===== config.mk =====
export PLATFORM = sky130hd
export DESIGN_NAME = lsu_param
export DESIGN_NICKNAME = d
export VERILOG_FILES = /design/src/rtl/lsu_param.sv
export SDC_FILE = /design/constraint.sdc
export NUM_CORES = 1
export LEC_CHECK = 0
export CAP_MARGIN = 10
export CORE_MARGIN = 2
export CORE_UTILIZATION = 27
export CTS_BUF_LIST = sky130_fd_sc_hd__clkbuf_8
export CTS_CLUSTER_DIAMETER = 60
export CTS_CLUSTER_SIZE = 30
export DETAILED_ROUTE_END_ITERATION = 10
export GPL_ROUTABILITY_DRIVEN = 0
export PLACE_DENSITY = 0.57
export SYNTH_ARGS = -nofsm -noshare
export SYNTH_HDL_FRONTEND = slang
export SYNTH_SLANG_ARGS = --single-unit
export TNS_END_PERCENT = 50

===== constraint.sdc =====
create_clock -name clk -period 1.7 [get_ports clk]
set_input_delay 0.34 -clock clk [delete_from_list [all_inputs] [get_ports clk]]
set_output_delay 0.34 -clock clk [all_outputs]
set_load 0.1 [all_outputs]

===== src/rtl/lsu_param.sv =====
// lsu_param: single-thread load/store unit with one outstanding access and a WAIT timeout
module lsu_param #(
   parameter int DATA_W  = 8,
   parameter int ADDR_W  = 8,
   parameter int TIMEOUT = 16
) (
   input  logic              clk,
   input  logic              reset,
   input  logic              enable,
   input  logic              thread_active,
   input  logic [2:0]        core_state,
   input  logic              decoded_mem_read_enable,
   input  logic              decoded_mem_write_enable,
   input  logic              barrier_active,
   input  logic [DATA_W-1:0] rs,
   input  logic [DATA_W-1:0] rt,
   input  logic [ADDR_W-1:0] imm_offset,
   output logic              mem_read_valid,
   output logic [ADDR_W-1:0] mem_read_address,
   input  logic              mem_read_ready,
   input  logic [DATA_W-1:0] mem_read_data,
   output logic              mem_write_valid,
   output logic [ADDR_W-1:0] mem_write_address,
   output logic [DATA_W-1:0] mem_write_data,
   input  logic              mem_write_ready,
   output logic [2:0]        lsu_state,
   output logic [DATA_W-1:0] lsu_out,
   output logic              lsu_error
);
   typedef enum logic [2:0] {IDLE = 3'd0, REQUEST = 3'd1, WAIT = 3'd2, DONE = 3'd3, ERROR = 3'd4} state_t;
   localparam int CW = TIMEOUT > 0 ? $clog2(TIMEOUT + 1) : 1;
   localparam logic [CW-1:0] TMAX = CW'(TIMEOUT);
   localparam logic [2:0] CS_REQUEST = 3'b011;
   localparam logic [2:0] CS_UPDATE  = 3'b110;

   state_t            state_q, state_d;
   logic [CW-1:0]     cnt_q, cnt_d;
   logic              rd_valid_q, rd_valid_d, wr_valid_q, wr_valid_d;
   logic [ADDR_W-1:0] rd_addr_q, rd_addr_d, wr_addr_q, wr_addr_d;
   logic [DATA_W-1:0] wr_data_q, wr_data_d, out_q, out_d;
   logic              err_q, err_d;
   logic              live, start, accept;
   logic [ADDR_W-1:0] eff_addr;

   assign live     = enable && thread_active;
   assign start    = live && core_state == CS_REQUEST && !barrier_active &&
                     (decoded_mem_read_enable || decoded_mem_write_enable);
   assign eff_addr = rs[ADDR_W-1:0] + imm_offset;
   // only the channel whose valid is up can complete the access
   assign accept   = (rd_valid_q && mem_read_ready) || (wr_valid_q && mem_write_ready);

   // next-state: capture, one REQUEST cycle, WAIT for ready or timeout, hold result until UPDATE
   always_comb begin
      state_d    = state_q;
      cnt_d      = cnt_q;
      rd_valid_d = rd_valid_q;
      wr_valid_d = wr_valid_q;
      rd_addr_d  = rd_addr_q;
      wr_addr_d  = wr_addr_q;
      wr_data_d  = wr_data_q;
      out_d      = out_q;
      err_d      = err_q;
      if (!live) begin
         state_d    = IDLE;
         rd_valid_d = 1'b0;
         wr_valid_d = 1'b0;
      end else begin
         case (state_q)
            IDLE: if (start) begin
               state_d = REQUEST;
               if (decoded_mem_read_enable) begin
                  rd_valid_d = 1'b1;
                  rd_addr_d  = eff_addr;
               end else begin
                  wr_valid_d = 1'b1;
                  wr_addr_d  = eff_addr;
                  wr_data_d  = rt;
               end
            end
            REQUEST: begin
               state_d = WAIT;
               cnt_d   = '0;
            end
            WAIT: if (accept) begin
               state_d    = DONE;
               rd_valid_d = 1'b0;
               wr_valid_d = 1'b0;
               out_d      = rd_valid_q ? mem_read_data : out_q;
            end else if (TIMEOUT != 0) begin
               cnt_d = cnt_q + 1'b1;
               if (cnt_d == TMAX) begin
                  state_d    = ERROR;
                  rd_valid_d = 1'b0;
                  wr_valid_d = 1'b0;
                  err_d      = 1'b1;
               end
            end
            DONE, ERROR: if (core_state == CS_UPDATE) begin
               state_d = IDLE;
               err_d   = 1'b0;
            end
            default: state_d = IDLE;
         endcase
      end
   end

   // state registers, cleared immediately by reset
   always_ff @(posedge clk or posedge reset) begin
      if (reset) begin
         state_q    <= IDLE;
         cnt_q      <= '0;
         rd_valid_q <= 1'b0;
         wr_valid_q <= 1'b0;
         rd_addr_q  <= '0;
         wr_addr_q  <= '0;
         wr_data_q  <= '0;
         out_q      <= '0;
         err_q      <= 1'b0;
      end else begin
         state_q    <= state_d;
         cnt_q      <= cnt_d;
         rd_valid_q <= rd_valid_d;
         wr_valid_q <= wr_valid_d;
         rd_addr_q  <= rd_addr_d;
         wr_addr_q  <= wr_addr_d;
         wr_data_q  <= wr_data_d;
         out_q      <= out_d;
         err_q      <= err_d;
      end
   end

   assign mem_read_valid    = rd_valid_q;
   assign mem_read_address  = rd_addr_q;
   assign mem_write_valid   = wr_valid_q;
   assign mem_write_address = wr_addr_q;
   assign mem_write_data    = wr_data_q;
   assign lsu_state         = state_q;
   assign lsu_out           = out_q;
   assign lsu_error         = err_q;
endmodule


==> results of run 1 <==
[cells in the final DEF, fill, tap and decap left out, types with 6 or more instances in the layout]
cell,synthesis,final
a21oi_1,8,8
dlygate4sd2_1,0,6
buf_12,0,40
mux2_2,21,19
buf_4,0,36
nand3_1,13,11
nand2_1,22,21
o21ai_0,15,12
clkdlybuf4s50_1,0,33
dfrtp_1,43,38
[final timing paths]
| path | startpoint | to | cells past startpoint |
|---|---|---|---|
| max | mem_write_valid | cnt_q[4] | 5 |
| min | reset | mem_write_data[7] | 3 |
| max reg2reg | mem_write_valid | cnt_q[4] | 5 |
| min reg2reg | mem_read_address[7] | mem_read_address[7] | 2 |
| max in group asynchronous | reset | lsu_state[1] | 3 |
| min in group clk | rs[0] | mem_write_address[0] | 3 |
[routing by layer]
metal / wire length [µm] / share of wire (%)
met4: 74 / 1.3
met2: 2890 / 50
met3: 376 / 6.5
met5: 0 / 0
met1: 2420 / 42
[logic make-up (layout without fill, tap and decap cells)]
group | Yosys count | after routing | synth area share, %
AOI/OAI and AO/OA | 41 | 41 | 12.3
xor gates and xnor gates | 6 | 6 | 2.40
adders and majority gates | 9 | 9 | 5.50
buffers and inverters | 14 | 136 | 2.98
DFF | 43 | 43 | 49.2
muxes | 26 | 26 | 13.2
and+or+nand+nor | 57 | 57 | 14.5
[metrics by stage]
step	power [mW]	util, %	hold slack [ns]	setup WS, ns
final	3.07	51.1	0.383	-0.0968
after global routing	3.21	51.1	0.406	-0.180
after CTS	3.10	50.5	0.401	-0.109
after detailed placement	2.44	48.6	0.535	-0.676
after global placement	2.43	48.6	0.514	-0.624
after floorplan	1.89	-	0.490	-0.273
[what timing repair did]
item / in CTS / in global routing
pin swaps: 8 / 3
resized for setup: 27 / 11
setup endpoints to repair: 13 / 14
hold buffers: 0 / 0
buffers inserted: 4 / 1
hold endpoints to repair: 0 / 0
[sequential cells by signal (all words and copies together), names as in the netlist]
register,count
cnt_q,5
lsu_error,1
mem_write_address,8
mem_write_data,8
mem_read_valid,1
lsu_out,8
mem_read_address,8
mem_write_valid,1
lsu_state,3
[tightest hold or removal path, delay by kind of cell]
family,cells,cell delay (ns)
buf+inv,3,0.71
[Yosys cell counts, types with 3 or more instances]
cell     count
nand2_1     22
nor3_1       3
o21ai_0     15
mux2_2      21
inv_1        6
ha_1         8
buf_2        4
a21oi_1      8
dfrtp_1     43
xnor2_1      4
mux2i_1      4
nand3_1     13
[cell type report]
type                    count  area share (%)
flip-flops and latches     43            27.5
inverters                   7           0.662
repair buffers            121            38.1
multi-input cells         139            28.4
well taps                 102            3.22
clock inverters             3           0.378
clock buffers               5            1.73
[power breakdown]
group          switching, mW  internal [mW]  total (mW)
Clock                  0.352          0.282       0.633
Combinational          0.717          0.514        1.23
Sequential            0.0983           1.11        1.21
Total                   1.17           1.90        3.07
==> results.json, run 1 <==
{
  "port_buffers": 81,
  "postSynthAreaPerCell_um2": 11.2,
  "drt_iter0_drc": 93,
  "syn_area_um2": 2190,
  "rsz0062_at_grt": "true",
  "synth_warnings": 0,
  "row_count": 32,
  "crit_type": "flop to flop",
  "antenna_cells": 0,
  "worst_slack_ns": -0.0968,
  "fin_crit_sh_pct": 106,
  "syn_inst": 196,
  "boundaryPins": 82,
  "fin_skew_ns": 0.00671,
  "drive_above_1_share_pct": 42.5,
  "dieArea_um2": 8830,
  "die_h_um": 94.0,
  "status": "complete, but fails checks",
  "path_clk_slew_ns": 0.08,
  "dp_hpwl_um": 4380,
  "synth.area.top_cells": "dfrtp_1 (49%), mux2_2 (11%), ha_1 (4.6%)",
  "place_area_um2": 3780,
  "cts_tree": "built",
  "slew_headroom_pct": 73.8,
  "grt_usage_pct": 13.4,
  "worst_pin_slew_ns": 0.392,
  "area_growth_pct": 81.6,
  "grt_pass1_vias": 2016,
  "grt-busiest-layer": "met2",
  "root_buffer": "clkbuf_8",
  "wire_per_inst_um": 13.7,
  "worstPathArrival_ns": 1.98,
  "grt.overflow.total": 0,
  "synth_cell_type_count": 44,
  "routed_wl_um": 5760,
  "maxCapViolCount": 0,
  "stdcell_count": 420,
  "synth_seq_area_share_pct": 49.2,
  "yosys.area.top_type": "dfrtp_1",
  "worstSetupEndpointType": "flop",
  "synth_edf_count": 0,
  "worstPathCellList": "a22o_1 -> or3_4 -> a211oi_4 -> mux2i_1 -> nand2_1",
  "yosysTopAreaCellShare_pct": 49.2,
  "grt_first_pass_wirelength_um": 9360,
  "grt_max_degree": 44,
  "first_pass_iters": 4,
  "hold_class": "primary input to async pin",
  "setup_viol": 5,
  "critPathMaxFanout": 4,
  "core_um2": 7770,
  "die_w_um": 94.0,
  "peakVddDrop_mv": 0.523,
  "dp_cells": 407,
  "cp_slowest_cell": "dfrtp_4",
  "multi_input_area_um2": 1130,
  "cts_buffers": 5,
  "clockBufferDepth": 2,
  "synth-seq-cells": 43,
  "synth_fp_nets": 249,
  "final_cell_area_um2": 3970,
  "slowest_delay_ns": 0.47,
  "fin_setup_tns_ns": -0.423,
  "htreeDepth": 2,
  "r2r_setup_slack_ns": -0.1,
  "antenna_found_initial": 0,
  "initial_core_util_pct": 28.1,
  "met2_usage_pct": 22.9,
  "cp.buffers_inverters": 0,
  "grt_use_met3_pct": 4.49,
  "drt-vias-per-instance": 4.73,
  "final_antenna_net_count": 0,
  "critPathRequiredTime_ns": 1.88,
  "fmax_mhz": 557,
  "ff_latch_area_um2": 1090,
  "leakage_nw": 1.77,
  "fin_crit_ns": 1.80,
  "grtUsageMet1_pct": 16.4,
  "fillers": 703,
  "vias": 1988,
  "slew_violations": 0,
  "hold_viol": 0,
  "p_per_area_nw_per_um2": 774,
  "critPathLaunchType": "flop",
  "crit_family": "compound AO/OA/AOI/OAI gates",
  "drc": 0,
  "violations": "setup timing",
  "final_nets": 370,
  "ys.flop_type": "dfrtp_1",
  "async_reset_ff_share_pct": 100,
  "clock_sinks": 43,
  "insertion_delay_ns": 0.29
}
(Power assumes the default switching activity.)
==> run 2, diff against run 1 <==
--- a/config.mk
+++ b/config.mk
@@ -14,6 +14,7 @@
 export DETAILED_ROUTE_END_ITERATION = 10
 export GPL_ROUTABILITY_DRIVEN = 0
 export PLACE_DENSITY = 0.57
+export SLEW_MARGIN = 20
 export SYNTH_ARGS = -nofsm -noshare
 export SYNTH_HDL_FRONTEND = slang
 export SYNTH_SLANG_ARGS = --single-unit
==> results of run 2 <==
Same layout as run 1: the final DEF is identical, and so are final timing and power.
==> run 3, diff against run 2 <==
--- a/config.mk
+++ b/config.mk
@@ -8,7 +8,6 @@
 export CAP_MARGIN = 10
 export CORE_MARGIN = 2
 export CORE_UTILIZATION = 27
-export CTS_BUF_LIST = sky130_fd_sc_hd__clkbuf_8
 export CTS_CLUSTER_DIAMETER = 60
 export CTS_CLUSTER_SIZE = 30
 export DETAILED_ROUTE_END_ITERATION = 10
==> results of run 3 <==
Same layout as run 1: the final DEF is identical, and so are final timing and power.
